[src/rtl/pc_seq_pkg.sv]
// Shared types and reset constants for the program-counter sequencer.
package pc_seq_pkg;

  typedef enum logic [2:0] {
    BR_SEQ     = 3'd0,
    BR_REL_IMM = 3'd1,
    BR_REL_LUT = 3'd2,
    BR_ABS_LUT = 3'd3,
    BR_CALL    = 3'd4,
    BR_RET     = 3'd5,
    BR_HALT    = 3'd6,
    BR_RSVD    = 3'd7
  } br_op_t;

  localparam int PC_RESET  = 0;
  localparam int LUT_RESET = 0;

endpackage

[src/rtl/return_stack.sv]
// Hardware LIFO of return addresses. Pushes when full and pops when empty are
// dropped here so the caller only has to flag them.
module return_stack #(
  parameter  int D   = 12,
  parameter  int RSD = 4,
  localparam int DW  = $clog2(RSD + 1),
  localparam int AW  = (RSD > 1) ? $clog2(RSD) : 1
) (
  input  logic          clk,
  input  logic          rst,
  input  logic          push,
  input  logic          pop,
  input  logic [D-1:0]  push_data,
  output logic [D-1:0]  top,
  output logic          full,
  output logic          empty,
  output logic [DW-1:0] depth
);

  logic [D-1:0]  mem [RSD];
  logic [DW-1:0] depth_q;
  logic          do_push;
  logic          do_pop;

  assign full    = (depth_q == DW'(RSD));
  assign empty   = (depth_q == '0);
  assign do_push = push & ~pop & ~full;
  assign do_pop  = pop & ~empty;
  assign depth   = depth_q;
  assign top     = mem[AW'(depth_q - DW'(1))];

  // NOTE: non-blocking assignments in every clocked block, so all state
  // updated on one edge sees the same pre-edge values.
  always_ff @(posedge clk or posedge rst) begin
    if (rst) begin
      depth_q <= '0;
    end else if (do_push) begin
      depth_q <= depth_q + DW'(1);
    end else if (do_pop) begin
      depth_q <= depth_q - DW'(1);
    end
  end

  // NOTE: stack storage is deliberately not reset; depth_q guards every read,
  // so stale entries are never observed.
  always_ff @(posedge clk) begin
    if (do_push) begin
      mem[AW'(depth_q)] <= push_data;
    end
  end

endmodule

[src/rtl/pc_sequencer.sv]
// Program-counter sequencer: PC register, runtime-writable branch-target LUT,
// next-PC selection, return stack and sticky status flags.
module pc_sequencer
  import pc_seq_pkg::*;
#(
  parameter int D   = 12,
  parameter int IW  = 4,
  parameter int RSD = 4
) (
  input  logic                       Clk,
  input  logic                       Reset,
  input  logic                       stall,
  input  logic [2:0]                 br_op,
  input  logic                       br_taken,
  input  logic [IW-1:0]              br_idx,
  input  logic                       lut_we,
  input  logic [IW-1:0]              lut_waddr,
  input  logic [D-1:0]               lut_wdata,
  output logic [D-1:0]               prog_ctr,
  output logic                       done,
  output logic [$clog2(RSD+1)-1:0]   rs_depth,
  output logic                       rs_overflow,
  output logic                       rs_underflow
);

  localparam int LUT_N = 2 ** IW;

  logic [D-1:0] lut [LUT_N];
  logic [D-1:0] lut_rd;
  logic [D-1:0] imm_ext;
  logic [D-1:0] pc_plus1;
  logic [D-1:0] pc_next;
  logic [D-1:0] rs_top;
  logic         rs_full;
  logic         rs_empty;
  logic         advance;
  logic         push;
  logic         pop;
  logic         halt;
  br_op_t       op;

  assign op       = br_op_t'(br_op);
  assign advance  = ~done & ~stall;
  assign lut_rd   = lut[br_idx];
  assign imm_ext  = D'($signed(br_idx));
  assign pc_plus1 = prog_ctr + D'(1);

  // NOTE: every always_comb output gets a default up front so no path can
  // infer a latch.
  always_comb begin
    pc_next = prog_ctr;
    push    = 1'b0;
    pop     = 1'b0;
    halt    = 1'b0;
    if (advance) begin
      case (op)
        BR_REL_IMM: pc_next = br_taken ? prog_ctr + imm_ext : pc_plus1;
        BR_REL_LUT: pc_next = br_taken ? prog_ctr + lut_rd : pc_plus1;
        BR_ABS_LUT: pc_next = br_taken ? lut_rd : pc_plus1;
        BR_CALL: begin
          pc_next = lut_rd;
          push    = 1'b1;
        end
        BR_RET: begin
          pc_next = rs_empty ? pc_plus1 : rs_top;
          pop     = 1'b1;
        end
        BR_HALT: halt    = 1'b1;
        default: pc_next = pc_plus1;
      endcase
    end
  end

  always_ff @(posedge Clk or posedge Reset) begin
    if (Reset) begin
      prog_ctr     <= D'(PC_RESET);
      done         <= 1'b0;
      rs_overflow  <= 1'b0;
      rs_underflow <= 1'b0;
    end else begin
      prog_ctr <= pc_next;
      if (halt)             done         <= 1'b1;
      if (push && rs_full)  rs_overflow  <= 1'b1;
      if (pop && rs_empty)  rs_underflow <= 1'b1;
    end
  end

  // Writes land at the edge, so a same-cycle read of that index sees the old entry.
  always_ff @(posedge Clk or posedge Reset) begin
    if (Reset) begin
      for (int i = 0; i < LUT_N; i++) begin
        lut[i] <= D'(LUT_RESET);
      end
    end else if (lut_we) begin
      lut[lut_waddr] <= lut_wdata;
    end
  end

  return_stack #(
    .D   (D),
    .RSD (RSD)
  ) u_return_stack (
    .clk       (Clk),
    .rst       (Reset),
    .push      (push),
    .pop       (pop),
    .push_data (pc_plus1),
    .top       (rs_top),
    .full      (rs_full),
    .empty     (rs_empty),
    .depth     (rs_depth)
  );

endmodule
[config.mk]
export PLATFORM = sky130hd
export DESIGN_NAME = pc_sequencer
export DESIGN_NICKNAME = d
export VERILOG_FILES = /design/src/rtl/pc_seq_pkg.sv /design/src/rtl/return_stack.sv /design/src/rtl/pc_sequencer.sv
export SDC_FILE = /design/constraint.sdc
export NUM_CORES = 1
export LEC_CHECK = 0
export CORE_MARGIN = 4
export CORE_UTILIZATION = 45
export DETAILED_ROUTE_END_ITERATION = 16
export REMOVE_ABC_BUFFERS = 1
export SLEW_MARGIN = 40
export SYNTH_ARGS = -nofsm -noshare
export SYNTH_HDL_FRONTEND = slang
export SYNTH_SLANG_ARGS = --single-unit
[constraint.sdc]
create_clock -name Clk -period 10.1 [get_ports Clk]
set_input_delay 1.01 -clock Clk [delete_from_list [all_inputs] [get_ports Clk]]
set_output_delay 1.01 -clock Clk [all_outputs]
set_load 0.02 [all_outputs]
==> impl_metrics.ini <==
[status]
status = completed

[logic_synthesis]
seq_area_frac_synth = 0.517
ys_warn_count = 0
synth_edf_count = 48
syn_inst = 912
synth.avg_cell_area_um2 = 14.2
synth_area_um2 = 13000
synth-main-ff-cell = dfrtp_1
ys_seq_elements = 258
async_flop_share = 0.814
synth_cell_types = 60

[power_and_ir_drop]
p_sw_uw = 756
p_clk_frac = 0.361
seq_power_share = 0.449
ir_drop_uv = 219
power.total_uw = 2990
p_per_area_nw_per_um2 = 202
p_int_uw = 2230
comb_power_share = 0.190
swShare = 0.253
power_leakage_uw = 0.00604

[floorplan]
start_util = 0.461
io_pins = 46
die_y_um = 178
row_count = 61
core_um2 = 28100
die_w_um = 178
die_area_um2 = 31600

[global_routing]
grt_pass1_vias = 8040
track_usage = 0.200
grt_overflow_total = 0
grt_pass1_wl_um = 48700
antenna_found_initial = 0
grt_max_degree = 138

[clocking]
cts.htree.levels = 1
clock_sinks = 258
clockBufferDepth = 3
cts_tree = yes
cts_root_buffer = clkbuf_16
postCtsHoldBufs = 0
post-cts-setup-buffers = 0
clk_latency_ns = 0.54
cts.clk_slew.worst_paths_ns = 0.06
cts_buffers = 29
cts_resized = 0

[route]
drtIter0Drc = 547
routed-via-count = 7876
drc_errors = 0
postRouteAntennaNets = 0
via_per_inst = 5.83
dr.pass1.iters = 5
avgRoutedWirePerCell_um = 22.8
wl_um = 30800

[sta]
period_minus_slack_ns = 3.93
drv_slew = 0
layout_setup_ws_ns = 6.17
finalSetupViolations = 0
finalClockSkew_ns = 0.0152
finalCritPeriodShare = 0.389
final-hold-violation-count = 0
finalSetupTns_ns = 0
max-slew-margin-rel = 0.465
rsz0062_at_grt = no
max_freq_ghz = 0.255
tightest_slew_ns = 0.799

[setup_path]
cp_max_fo = 46
cp-start-kind = input port
required_ns = 10.53
critPathMostFrequentCell = mux4_2
path_class = in2reg
cp-end-kind = flip-flop
critPathMaxStageDelay_ns = 0.58
cpMaxStageDelayCell = mux4_2
crit_arrival_ns = 4.36
crit_path_cell_trace = buf_6 > mux4_2 > mux4_2 > ha_1 > a211oi_1 > o21ai_1 > a31oi_1 > xor2_1 > o32ai_1 > a221oi_1 > nor2_1

[worst_hold_path]
hold_class = reg2reg

[layout]
area_growth_pct = 14.1
drive_gt1_frac = 0.340
nNetsFinal = 1009
num_antenna_cells = 0

[placement]
port_buffers = 45
gp_congestion = 0.851
hpwl_um = 19400
post-place-ws_ns = 5.60

[run]
maxCapViolations = 0
[final timing paths]
check | from | end | slack [ns] | depth (start not counted)
max in group asynchronous | Reset | lut[116]$_DFFE_PP0P_ | 7.86 | 3
min reg2reg | rs_underflow$_DFFE_PP0P_ | rs_underflow$_DFFE_PP0P_ | 0.47 | 1
max | br_idx[0] | prog_ctr[7]$_DFFE_PP0P_ | 6.17 | 11
max reg2reg | lut[145]$_DFFE_PP0P_ | prog_ctr[7]$_DFFE_PP0P_ | 6.94 | 10
min in group asynchronous | Reset | u_return_stack.depth[2]$_DFFE_PP0P_ | 1.01 | 2
min | rs_underflow$_DFFE_PP0P_ | rs_underflow$_DFFE_PP0P_ | 0.47 | 1
[synthesized netlist by cell type (6+ instances only)]
cell type,instances,area (µm²)
a221oi_1,8,70.1
xnor2_1,19,166
buf_2,7,35.0
edfxtp_1,48,1440
a21oi_1,27,135
clkbuf_1,40,150
and2_1,6,37.5
mux2_2,179,2020
nand3_1,13,65.1
inv_1,18,67.6
nor2_1,46,173
nor3_1,7,35.0
nand2_1,29,109
a31oi_1,9,56.3
o21ai_1,10,50.1
a21o_1,6,45.0
mux2_1,14,158
ha_1,29,363
o21ai_0,12,60.1
dfrtp_1,210,5260
xor2_1,8,70.1
nand2b_1,10,62.6
mux4_2,72,1620
[layer usage]
layer  GRT usage  part of all wire
met1       0.303              0.47
met2       0.316              0.47
met3      0.0254             0.045
met4      0.0348             0.014
met5           0                 0
[kinds of logic after synthesis]
kind of cell | share of synthesized area
compound gates | 0.0581
xor+xnor | 0.0195
fa+ha+maj | 0.0311
buf+inv | 0.0253
flops | 0.517
mux | 0.296
simple gates | 0.0534
[per-stage QoR]
| stage | cell area (µm²) | hold WS [ns] | util | cells |
|---|---|---|---|---|
| detailed placement | 13800 | 0.453 | 0.491 | 1297 |
| floorplan | 12700 | 0.459 | - | 856 |
| finish | 14800 | 0.466 | 0.527 | 1351 |
| CTS | 14800 | 0.465 | 0.527 | 1351 |
| global route | 14800 | 0.485 | 0.527 | 1351 |
| global placement | 13800 | 0.454 | 0.490 | 1297 |
[worst max-delay path: cells and delay by family]
family / cells / cell delay, ns
AOI/OAI and AO/OA: 5 / 1.12
xor gates and xnor gates: 1 / 0.16
adders and majority gates: 1 / 0.31
buffers and inverters: 1 / 0.50
muxes: 2 / 1.13
and+or+nand+nor: 1 / 0.07
[registers in the layout (all words and copies together) (netlist names)]
name,cells
lut,192
u_return_stack.depth,3
rs_overflow,1
rs_underflow,1
u_return_stack.mem,48
prog_ctr,12
done,1
[cell type report]
type / instances / area (µm²)
Fill cell: 2478 / 13300
Inverter: 18 / 80.1
Tap cell: 378 / 473
Timing Repair Buffer: 63 / 586
Sequential cell: 258 / 6700
Clock inverter: 8 / 95.1
Multi-Input combinational cell: 580 / 5960
Clock buffer: 46 / 902
[placed cells by master (no fill, tap or decap), types with 5 or more instances in the layout]
cell type | synthesis | routed
nor2b_1 | 5 | 5
nand3_1 | 13 | 13
o21ai_0 | 12 | 12
a221o_1 | 5 | 5
and2_1 | 6 | 6
o21ai_1 | 10 | 9
nand3b_1 | 5 | 5
nand2b_1 | 10 | 7
edfxtp_1 | 48 | 48
inv_1 | 18 | 17
clkdlybuf4s50_1 | 0 | 43
mux2_2 | 179 | 179
dfrtp_1 | 210 | 210
a21oi_1 | 27 | 27
nand2_1 | 29 | 28
mux4_2 | 72 | 72
ha_1 | 29 | 29
a211oi_1 | 5 | 5
nor3_1 | 7 | 7
buf_4 | 0 | 17
a31oi_1 | 9 | 9
xnor2_1 | 19 | 19
clkbuf_1 | 40 | 8
a221oi_1 | 8 | 8
a21o_1 | 6 | 6
clkbuf_16 | 0 | 31
clkbuf_8 | 0 | 7
mux2_1 | 14 | 14
xor2_1 | 8 | 8
nor2_1 | 46 | 44
[power groups by stage]
| stage | clock [µW] | combinational (µW) | sequential, µW |
|---|---|---|---|
| 2_1_floorplan | 0 | 432 | 1330 |
| 3_3_place_gp | 0 | 557 | 1360 |
| 3_5_place_dp | 0 | 571 | 1360 |
| 4_1_cts | 1100 | 574 | 1340 |
| 5_1_grt | 1150 | 625 | 1370 |
| 6_report | 1080 | 569 | 1340 |
(Power assumes the default switching activity.)
